### src/rtl/seq_divider.sv
`default_nettype none
// ============================================================================
// seq_divider : restoring shift-subtract divider, one quotient bit per clock.
//   Produces div_ans = {remainder, quotient}. Optional signed mode: SEQ_DIV_SIGNED_EN.
//   Revision : 1.0
// ============================================================================
module seq_divider #(
  parameter int WIDTH = 32
) (
  input  logic               clk,
  input  logic               rst,
  input  logic               start,
  input  logic [WIDTH-1:0]   dividend,
  input  logic [WIDTH-1:0]   divisor,
`ifdef SEQ_DIV_SIGNED_EN
  input  logic               is_signed,
`endif
  output logic               busy,
  output logic               done,
  output logic               div_by_zero,
  output logic [2*WIDTH-1:0] div_ans
);

  localparam int            CNT_W      = $clog2(WIDTH) + 1;
  localparam logic [CNT_W-1:0] LAST_COUNT = CNT_W'(WIDTH - 1);

  typedef enum logic [1:0] {
    IDLE = 2'd0,
    RUN  = 2'd1,
    DONE = 2'd2
  } state_t;

  state_t             state_q, state_d;
  logic [WIDTH-1:0]   rem_q, rem_d;
  logic [WIDTH-1:0]   quot_q, quot_d;
  logic [WIDTH-1:0]   dvs_q, dvs_d;
  logic [CNT_W-1:0]   count_q, count_d;
  logic               busy_q, busy_d;
  logic               done_q, done_d;
  logic               dbz_q, dbz_d;
  logic [2*WIDTH-1:0] ans_q, ans_d;

  logic               can_accept;
  logic               divisor_zero;
  logic [WIDTH-1:0]   mag_dividend, mag_divisor;
  logic [WIDTH:0]     shifted_rem;
  logic               trial_ge;
  logic [WIDTH-1:0]   rem_next, quot_next;
  logic [WIDTH-1:0]   rem_res, quot_res;

  assign can_accept   = start && (state_q != RUN);
  assign divisor_zero = (divisor == '0);

  // The trial window is WIDTH+1 bits so a divisor with its MSB set never overflows.
  assign shifted_rem = {rem_q, quot_q[WIDTH-1]};
  assign trial_ge    = (shifted_rem >= {1'b0, dvs_q});
  assign rem_next    = trial_ge ? (shifted_rem[WIDTH-1:0] - dvs_q) : shifted_rem[WIDTH-1:0];
  assign quot_next   = {quot_q[WIDTH-2:0], trial_ge};

`ifdef SEQ_DIV_SIGNED_EN
  logic neg_quot_q, neg_quot_d;
  logic neg_rem_q, neg_rem_d;
  logic dividend_neg, divisor_neg;

  assign dividend_neg = is_signed & dividend[WIDTH-1];
  assign divisor_neg  = is_signed & divisor[WIDTH-1];
  assign mag_dividend = dividend_neg ? -dividend : dividend;
  assign mag_divisor  = divisor_neg ? -divisor : divisor;
  assign quot_res     = neg_quot_q ? -quot_next : quot_next;
  assign rem_res      = neg_rem_q ? -rem_next : rem_next;

  always_comb begin
    neg_quot_d = neg_quot_q;
    neg_rem_d  = neg_rem_q;
    if (can_accept && !divisor_zero) begin
      neg_quot_d = dividend_neg ^ divisor_neg;
      neg_rem_d  = dividend_neg;
    end
  end

  always_ff @(posedge clk) begin
    if (rst) begin
      neg_quot_q <= 1'b0;
      neg_rem_q  <= 1'b0;
    end else begin
      neg_quot_q <= neg_quot_d;
      neg_rem_q  <= neg_rem_d;
    end
  end
`else
  assign mag_dividend = dividend;
  assign mag_divisor  = divisor;
  assign quot_res     = quot_next;
  assign rem_res      = rem_next;
`endif

  always_comb begin
    state_d = state_q;
    rem_d   = rem_q;
    quot_d  = quot_q;
    dvs_d   = dvs_q;
    count_d = count_q;
    busy_d  = busy_q;
    done_d  = 1'b0;
    dbz_d   = dbz_q;
    ans_d   = ans_q;
    case (state_q)
      RUN: begin
        rem_d   = rem_next;
        quot_d  = quot_next;
        count_d = count_q + 1'b1;
        if (count_q == LAST_COUNT) begin
          state_d = DONE;
          busy_d  = 1'b0;
          done_d  = 1'b1;
          dbz_d   = 1'b0;
          ans_d   = {rem_res, quot_res};
        end
      end
      default: begin
        // IDLE and DONE accept a new op identically, allowing back-to-back issue.
        state_d = IDLE;
        busy_d  = 1'b0;
        if (can_accept) begin
          if (divisor_zero) begin
            state_d = DONE;
            done_d  = 1'b1;
            dbz_d   = 1'b1;
            ans_d   = {dividend, {WIDTH{1'b1}}};
          end else begin
            state_d = RUN;
            busy_d  = 1'b1;
            rem_d   = '0;
            quot_d  = mag_dividend;
            dvs_d   = mag_divisor;
            count_d = '0;
          end
        end
      end
    endcase
  end

  always_ff @(posedge clk) begin
    if (rst) begin
      state_q <= IDLE;
      rem_q   <= '0;
      quot_q  <= '0;
      dvs_q   <= '0;
      count_q <= '0;
      busy_q  <= 1'b0;
      done_q  <= 1'b0;
      dbz_q   <= 1'b0;
      ans_q   <= '0;
    end else begin
      state_q <= state_d;
      rem_q   <= rem_d;
      quot_q  <= quot_d;
      dvs_q   <= dvs_d;
      count_q <= count_d;
      busy_q  <= busy_d;
      done_q  <= done_d;
      dbz_q   <= dbz_d;
      ans_q   <= ans_d;
    end
  end

  assign busy        = busy_q;
  assign done        = done_q;
  assign div_by_zero = dbz_q;
  assign div_ans     = ans_q;

endmodule
`default_nettype wire

### config.mk
export PLATFORM = sky130hd
export DESIGN_NAME = seq_divider
export DESIGN_NICKNAME = d
export VERILOG_FILES = /design/src/rtl/seq_divider.sv
export SDC_FILE = /design/constraint.sdc
export NUM_CORES = 1
export LEC_CHECK = 0
export CAP_MARGIN = 10
export CELL_PAD_IN_SITES_DETAIL_PLACEMENT = 0
export CELL_PAD_IN_SITES_GLOBAL_PLACEMENT = 2
export CORE_MARGIN = 10
export CORE_UTILIZATION = 34
export DETAILED_ROUTE_END_ITERATION = 7
export HOLD_SLACK_MARGIN = 0.02
export PLACE_DENSITY = 0.87
export SYNTH_ARGS = -nofsm -noshare
export SYNTH_HDL_FRONTEND = slang
export SYNTH_SLANG_ARGS = --single-unit
### constraint.sdc
create_clock -name clk -period 7.77 [get_ports clk]
set_input_delay 1.1655 -clock clk [delete_from_list [all_inputs] [get_ports clk]]
set_output_delay 1.1655 -clock clk [all_outputs]
set_load 0.05 [all_outputs]
==> results.py, run 1 <==
metrics = {
    "pwr": {
        "clkPwrFrac": 0.223,
        "leakagePower_nw": 3.86,
        "ir_worst_vdd_mv": 0.179,
        "p_int_mw": 2.13,
        "seq_power_share": 0.270,
        "switchingPower_mw": 1.69,
        "switching_share": 0.443,
        "p_per_area_nw_per_um2": 357,
        "p_comb_frac": 0.507,
    },
    "floorplan": {
        "fp-row-count": 58,
        "io_pins": 134,
        "initial_utilization": 0.343,
        "die_height_um": 179,
        "core_um2": 25000,
        "design.die.area_um2": 31900,
        "dieWidth_um": 179,
    },
    "run_status": {
        "status": "finished clean",
    },
    "synthesis": {
        "ys_types": 67,
        "avgSynthCellArea_um2": 8.14,
        "synth_edf_count": 0,
        "synth-async-reset-ratio": 0,
        "yosysWarnings": 0,
        "ys_seq_area_frac": 0.397,
        "syn-num-nets": 1154,
        "syn_area_um2": 8570,
        "ys_ff_latch": 170,
        "synthCells": 1053,
        "synthFlopType": "dfxtp_1",
    },
    "place": {
        "gp_congestion": 0.852,
        "io_buffers": 133,
        "dp_hpwl_mm": 19.0,
        "dp_slack_ps": 3280,
    },
    "setup_path": {
        "critPathMaxFanout": 58,
        "cp.arrival_ps": 4340,
        "start_kind": "input pin",
        "endpoint_kind": "flip-flop",
        "critPathRequiredTime_ps": 8110,
        "critPathKind": "input pin to flip-flop",
    },
    "global_routing": {
        "grt_max_degree": 98,
        "grt.total_usage": 0.162,
        "globalRouteOverflowTotal": 0,
        "antenna_found_initial": 0,
        "grt_pass1_wl_mm": 41.3,
        "grt_pass1_vias": 7470,
    },
    "sta": {
        "fin_crit_ps": 4000,
        "slew_headroom": 0.224,
        "finalCritPeriodShare": 0.515,
        "fin_skew_ps": 13.0,
        "max_freq_mhz": 250,
        "layout_setup_ws_ps": 3770,
        "setup_violations": 0,
        "hold_violations": 0,
        "tightest_slew_ps": 1160,
        "slew_viol_final": 0,
        "rsz0062_at_grt": "no",
        "setup_tns_ps": 0,
    },
    "clocking": {
        "clk-insertion-delay-late_ps": 430,
        "cts_resized": 0,
        "post-cts-setup-buffers": 0,
        "clock_sinks": 170,
        "cts_tree": "yes",
        "hold_buffers": 0,
        "ctsRootBufferMaster": "clkbuf_16",
        "h-tree-depth": 4,
        "clk_pin_slew_worst_paths_ps": 70,
        "clockBufferDepth": 2,
        "numCtsBuffers": 17,
    },
    "run": {
        "maxCapViolCount": 0,
    },
    "detailed_routing": {
        "postRouteAntennaNets": 0,
        "via_per_inst": 5.15,
        "drt_first_pass_iters": 5,
        "routed_wl_mm": 26.2,
        "dr_total_vias": 7684,
        "drc": 0,
        "post_drt_wl_per_cell_um": 17.6,
        "drt_iter0_drc": 527,
    },
    "cells_and_area": {
        "fin_util": 0.429,
        "diodes": 0,
        "nNetsFinal": 1249,
        "syn2layout_area_growth_pct": 25.0,
        "drive_gt1_frac": 0.0973,
        "fill_cells": 2568,
    },
    "worst_hold_path": {
        "worstHoldPathType": "flip-flop to flip-flop",
    },
}
==> sequential cells by signal, summed over array words and instances, names as in the netlist, 6 cells and up <==
register  count
div_ans      64
dvs_q        32
quot_q       32
rem_q        32
count_q       6
==> kinds of logic (layout without fill, tap and decap cells) <==
family	after synthesis	in the layout	synth area share
flops	170	170	0.397
simple gates	440	440	0.220
buf+inv	109	217	0.0536
compound gates	274	274	0.252
fa+ha+maj	34	34	0.0505
xor+xnor	26	26	0.0266
==> Yosys cell counts (all sizes together) (2+ instances only) <==
master   count  area share
a2111oi      2      0.0020
a211oi       5      0.0058
a21boi       2      0.0018
a21o         6      0.0053
a21oi       99       0.060
a22oi       27       0.038
a311oi      63       0.083
a31o         2      0.0020
a31oi        6      0.0051
a32oi        2      0.0020
a41oi        3      0.0031
and2         5      0.0037
and3         4      0.0031
and4         5      0.0051
buf          9      0.0098
clkbuf      59       0.026
dfxtp      170        0.40
ha          33       0.048
inv         41       0.018
nand2      191       0.084
nand2b       2      0.0015
nand3       12      0.0070
nand4        6      0.0044
nor2       149       0.066
nor2b        4      0.0038
nor3        39       0.023
nor3b        3      0.0032
nor4         9      0.0066
o21a         6      0.0053
o21ai       32       0.019
o21bai       8      0.0070
o22ai        2      0.0015
o31a         2      0.0020
o31ai        2      0.0023
or2          2      0.0015
or3          4      0.0029
or4          2      0.0018
xnor2       16       0.016
xor2        10       0.010
==> layout by cell type, fill, tap and decap left out, drive strengths merged, types with 5 or more instances in the layout <==
cell type      count
a31oi              6
xnor2             16
nor4               9
clkdlybuf4s50    132
buf               12
a21o               6
a211oi             5
and4               5
nor3              39
nor2             149
ha                33
xor2              10
o21a               6
inv               49
a311oi            63
dfxtp            170
clkbuf            18
o21ai             32
o21bai             8
a22oi             27
nand4              6
nand3             12
a21oi             99
nand2            191
and2               5
==> critical path, cell delays in order <==
cell,delay (ps)
clkdlybuf4s50_1,430
nor4_1,370
nand4_1,250
nor2_1,400
nand3_1,250
nand2_4,590
buf_4,520
nor2_1,90
a311oi_2,240
==> through the flow <==
stage	cells	hold slack, ps	total power, mW	instance area (um^2)
4_1_cts	1491	457	3.85	10700
2_1_floorplan	1053	436	2.55	8570
6_report	1491	455	3.82	10700
3_5_place_dp	1459	447	2.98	10100
5_1_grt	1491	475	4.09	10700
3_3_place_gp	1459	444	2.97	10100
==> path summary, 6_finish.rpt <==
check | start | end | slack (ps) | cells after the start
setup reg to reg | dvs_q[16]$_SDFFE_PP0P_ | div_ans[56]$_SDFFE_PP0P_ | 3930 | 11
hold reg to reg | dvs_q[19]$_SDFFE_PP0P_ | dvs_q[19]$_SDFFE_PP0P_ | 460 | 2
setup / recovery | divisor[13] | div_ans[49]$_SDFFE_PP0P_ | 3770 | 9
hold / removal | dvs_q[19]$_SDFFE_PP0P_ | dvs_q[19]$_SDFFE_PP0P_ | 460 | 2
==> per-layer routing <==
layer	global-route usage	vias up	share of wire
met1	0.214	3590	0.47
met3	0.0318	19	0.043
met2	0.262	158	0.47
met5	0	-	0
li1	-	3917	-
met4	0.0444	0	0.014
==> cell type report <==
type	count	area, um^2	area share
Inverter	41	154	0.0144
Clock buffer	18	439	0.0410
Clock inverter	14	150	0.0140
Tap cell	330	413	0.0386
Multi-Input combinational cell	774	4730	0.442
Sequential cell	170	3400	0.318
Timing Repair Buffer	144	1420	0.132
==> power groups by stage <==
stage / logic (mW) / registers [mW] / clock network (mW)
global placement: 1.92 / 1.05 / 0
global route: 2.14 / 1.04 / 0.908
floorplan: 1.52 / 1.03 / 0
detailed placement: 1.93 / 1.05 / 0
CTS: 1.94 / 1.03 / 0.872
finish: 1.94 / 1.03 / 0.853
No activity file was read; power rests on OpenSTA's default activity.
==> run 2: changes to the inputs <==
--- a/config.mk
+++ b/config.mk
@@ -9,10 +9,10 @@
 export CELL_PAD_IN_SITES_DETAIL_PLACEMENT = 0
 export CELL_PAD_IN_SITES_GLOBAL_PLACEMENT = 2
 export CORE_MARGIN = 10
-export CORE_UTILIZATION = 34
+export CORE_UTILIZATION = 29
 export DETAILED_ROUTE_END_ITERATION = 7
 export HOLD_SLACK_MARGIN = 0.02
-export PLACE_DENSITY = 0.87
+export PLACE_DENSITY = 0.79
 export SYNTH_ARGS = -nofsm -noshare
 export SYNTH_HDL_FRONTEND = slang
 export SYNTH_SLANG_ARGS = --single-unit
==> constraint.sdc (replaced) <==
create_clock -name clk -period 3.64 [get_ports clk]
set_input_delay 0.546 -clock clk [delete_from_list [all_inputs] [get_ports clk]]
set_output_delay 0.546 -clock clk [all_outputs]
set_load 0.05 [all_outputs]
==> results.py, run 2 (synthesized netlist as in run 1, its figures left out) <==
metrics = {
    "sta": {
        "slew_viol_final": 0,
        "fin_crit_ps": 3130,
        "fin_skew_ps": 30.0,
        "setup_violations": 0,
        "rsz0062_at_grt": "no",
        "hold_violations": 0,
        "slew_headroom": 0.536,
        "hold-worst-slack_ps": 457,
        "finalCritPeriodShare": 0.859,
        "tightest_slew_ps": 678,
        "max_freq_mhz": 320,
        "setup_tns_ps": 0,
    },
    "cells_and_area": {
        "stdcell_count": 1558,
        "layout_common_cells": "190 x nand2_1, 170 x dfxtp_1, 147 x nor2_1",
        "drive_gt1_frac": 0.106,
        "syn2layout_area_growth_pct": 26.9,
        "diodes": 0,
        "final_common_cell": "nand2_1",
        "nNetsFinal": 1262,
        "largest_reg_flops": 64,
    },
    "floorplan": {
        "initial_utilization": 0.296,
        "design.die.area_um2": 36800,
        "dieWidth_um": 192,
        "die_height_um": 192,
        "io_pins": 134,
        "fp-row-count": 62,
        "core_um2": 28900,
    },
    "setup_path": {
        "critPathMaxFanout": 13,
        "critPathRequiredTime_ps": 3970,
        "cp.arrival_ps": 3450,
        "critPathTopFamily": "compound AO/OA/AOI/OAI gates",
        "critPathKind": "flip-flop to flip-flop",
        "crit_buf_inv": 3,
        "r2r_end": "div_ans[46]$_SDFFE_PP0P_",
        "path_depth": 13,
        "critPathLaunch": "dvs_q[8]$_SDFFE_PP0P_",
        "cp_common_cell": "buf_4",
        "rr_startpoint": "dvs_q[8]$_SDFFE_PP0P_",
        "critPathCapture": "div_ans[46]$_SDFFE_PP0P_",
        "endpoint_kind": "flip-flop",
        "start_kind": "flip-flop",
        "worstPathCellList": "inv_1 -> ha_1 -> nand2_1 -> or2_1 -> a21oi_1 -> o2111ai_4 -> a21oi_4 -> a31oi_2 -> nor2_4 -> buf_4 -> buf_4 -> a22oi_2 -> a311oi_2",
        "critical-path-max-stage-delay_ps": 350,
        "reg2reg_depth": 13,
        "cp_slowest_cell": "dfxtp_1",
        "regToRegSetupSlack_ps": 510,
    },
    "clocking": {
        "numCtsBuffers": 17,
        "cts_resized": 0,
        "clock_sinks": 170,
        "h-tree-depth": 4,
        "ctsRootBufferMaster": "clkbuf_16",
        "clk_pin_slew_worst_paths_ps": 70,
        "cts_tree": "yes",
        "post-cts-setup-buffers": 0,
        "hold_buffers": 0,
        "clockBufferDepth": 2,
        "clk-insertion-delay-late_ps": 450,
    },
    "global_routing": {
        "grt_pass1_wl_mm": 44.2,
        "antenna_found_initial": 0,
        "grt.total_usage": 0.151,
        "globalRouteOverflowTotal": 0,
        "grt_max_degree": 78,
        "grt_pass1_vias": 7822,
    },
    "pwr": {
        "ir_worst_vdd_mv": 0.410,
        "leakagePower_nw": 3.92,
        "p_per_area_nw_per_um2": 763,
    },
    "detailed_routing": {
        "drt_first_pass_iters": 4,
        "routed_wl_mm": 28.2,
        "postRouteAntennaNets": 0,
        "drt_iter0_drc": 553,
        "via_per_inst": 5.04,
        "post_drt_wl_per_cell_um": 18.1,
        "drc": 0,
        "dr_total_vias": 7847,
    },
    "place": {
        "io_buffers": 133,
        "placed_cells": 1526,
        "gp_congestion": 0.866,
        "dp_hpwl_mm": 21.4,
    },
    "run": {
        "maxCapViolCount": 0,
    },
    "run_status": {
        "status": "finished clean",
    },
    "worst_hold_path": {
        "worstHoldPathType": "flip-flop to flip-flop",
        "hold_depth": 2,
    },
}
[run 2: cell count changes in the layout (fill, tap and decap cells not counted)]
| cell | before | now |
|---|---|---|
| buf_12 | 0 | 1 |
| inv_8 | 6 | 5 |
| inv_6 | 2 | 3 |
| clkinvlp_4 | 2 | 1 |
| buf_4 | 11 | 23 |
| clkbuf_8 | 1 | 0 |
| clkinv_4 | 2 | 3 |
| clkbuf_1 | 0 | 1 |
[run 2: metal layers]
metal  share of wire  track usage
met2            0.47        0.248
met1            0.47        0.197
met5               0            0
met4           0.017       0.0451
met3           0.042       0.0281
[run 2: metrics by stage]
step / area (um^2) / worst slack, ps / util / power, mW
4_1_cts: 10900 / 524 / 0.376 / 8.33
6_report: 10900 / 515 / 0.376 / 8.30
2_1_floorplan: 8570 / 1020 / - / 5.44
3_3_place_gp: 10300 / 618 / 0.356 / 6.54
3_5_place_dp: 10300 / 554 / 0.356 / 6.50
5_1_grt: 10900 / 264 / 0.376 / 8.83
[run 2: layout make-up]
| cell class | instances | area (um^2) |
|---|---|---|
| clock buffers | 18 | 429 |
| clock inverters | 14 | 149 |
| fillers | 3083 | 18100 |
| inverters | 41 | 154 |
| multi-input cells | 774 | 4730 |
| flip-flops and latches | 170 | 3400 |
| well taps | 384 | 480 |
| repair buffers | 157 | 1530 |
[run 2: worst min-delay path by stage]
stage / start / end / slack [ps]
after detailed placement: dvs_q[17]$_SDFFE_PP0P_ / dvs_q[17]$_SDFFE_PP0P_ / 450
after floorplan: dvs_q[10]$_SDFFE_PP0P_ / dvs_q[10]$_SDFFE_PP0P_ / 440
final: dvs_q[15]$_SDFFE_PP0P_ / dvs_q[15]$_SDFFE_PP0P_ / 460
after global routing: dvs_q[24]$_SDFFE_PP0P_ / dvs_q[24]$_SDFFE_PP0P_ / 470
after CTS: dvs_q[17]$_SDFFE_PP0P_ / dvs_q[17]$_SDFFE_PP0P_ / 460
after global placement: dvs_q[8]$_SDFFE_PP0P_ / dvs_q[8]$_SDFFE_PP0P_ / 440
[run 2: worst register-to-register path: stages, from the launching register on]
cell and delay (ps):
dfxtp_1 350, inv_1 90, ha_1 340, nand2_1 110, or2_1 280, a21oi_1 270
o2111ai_4 170, a21oi_4 250, a31oi_2 160, nor2_4 120, buf_4 260, buf_4 270
a22oi_2 100, a311oi_2 260
[run 2: where the power goes]
group / switching [mW] / internal, mW
logic: 2.63 / 1.64
registers: 0.180 / 2.04
clock network: 0.886 / 0.918
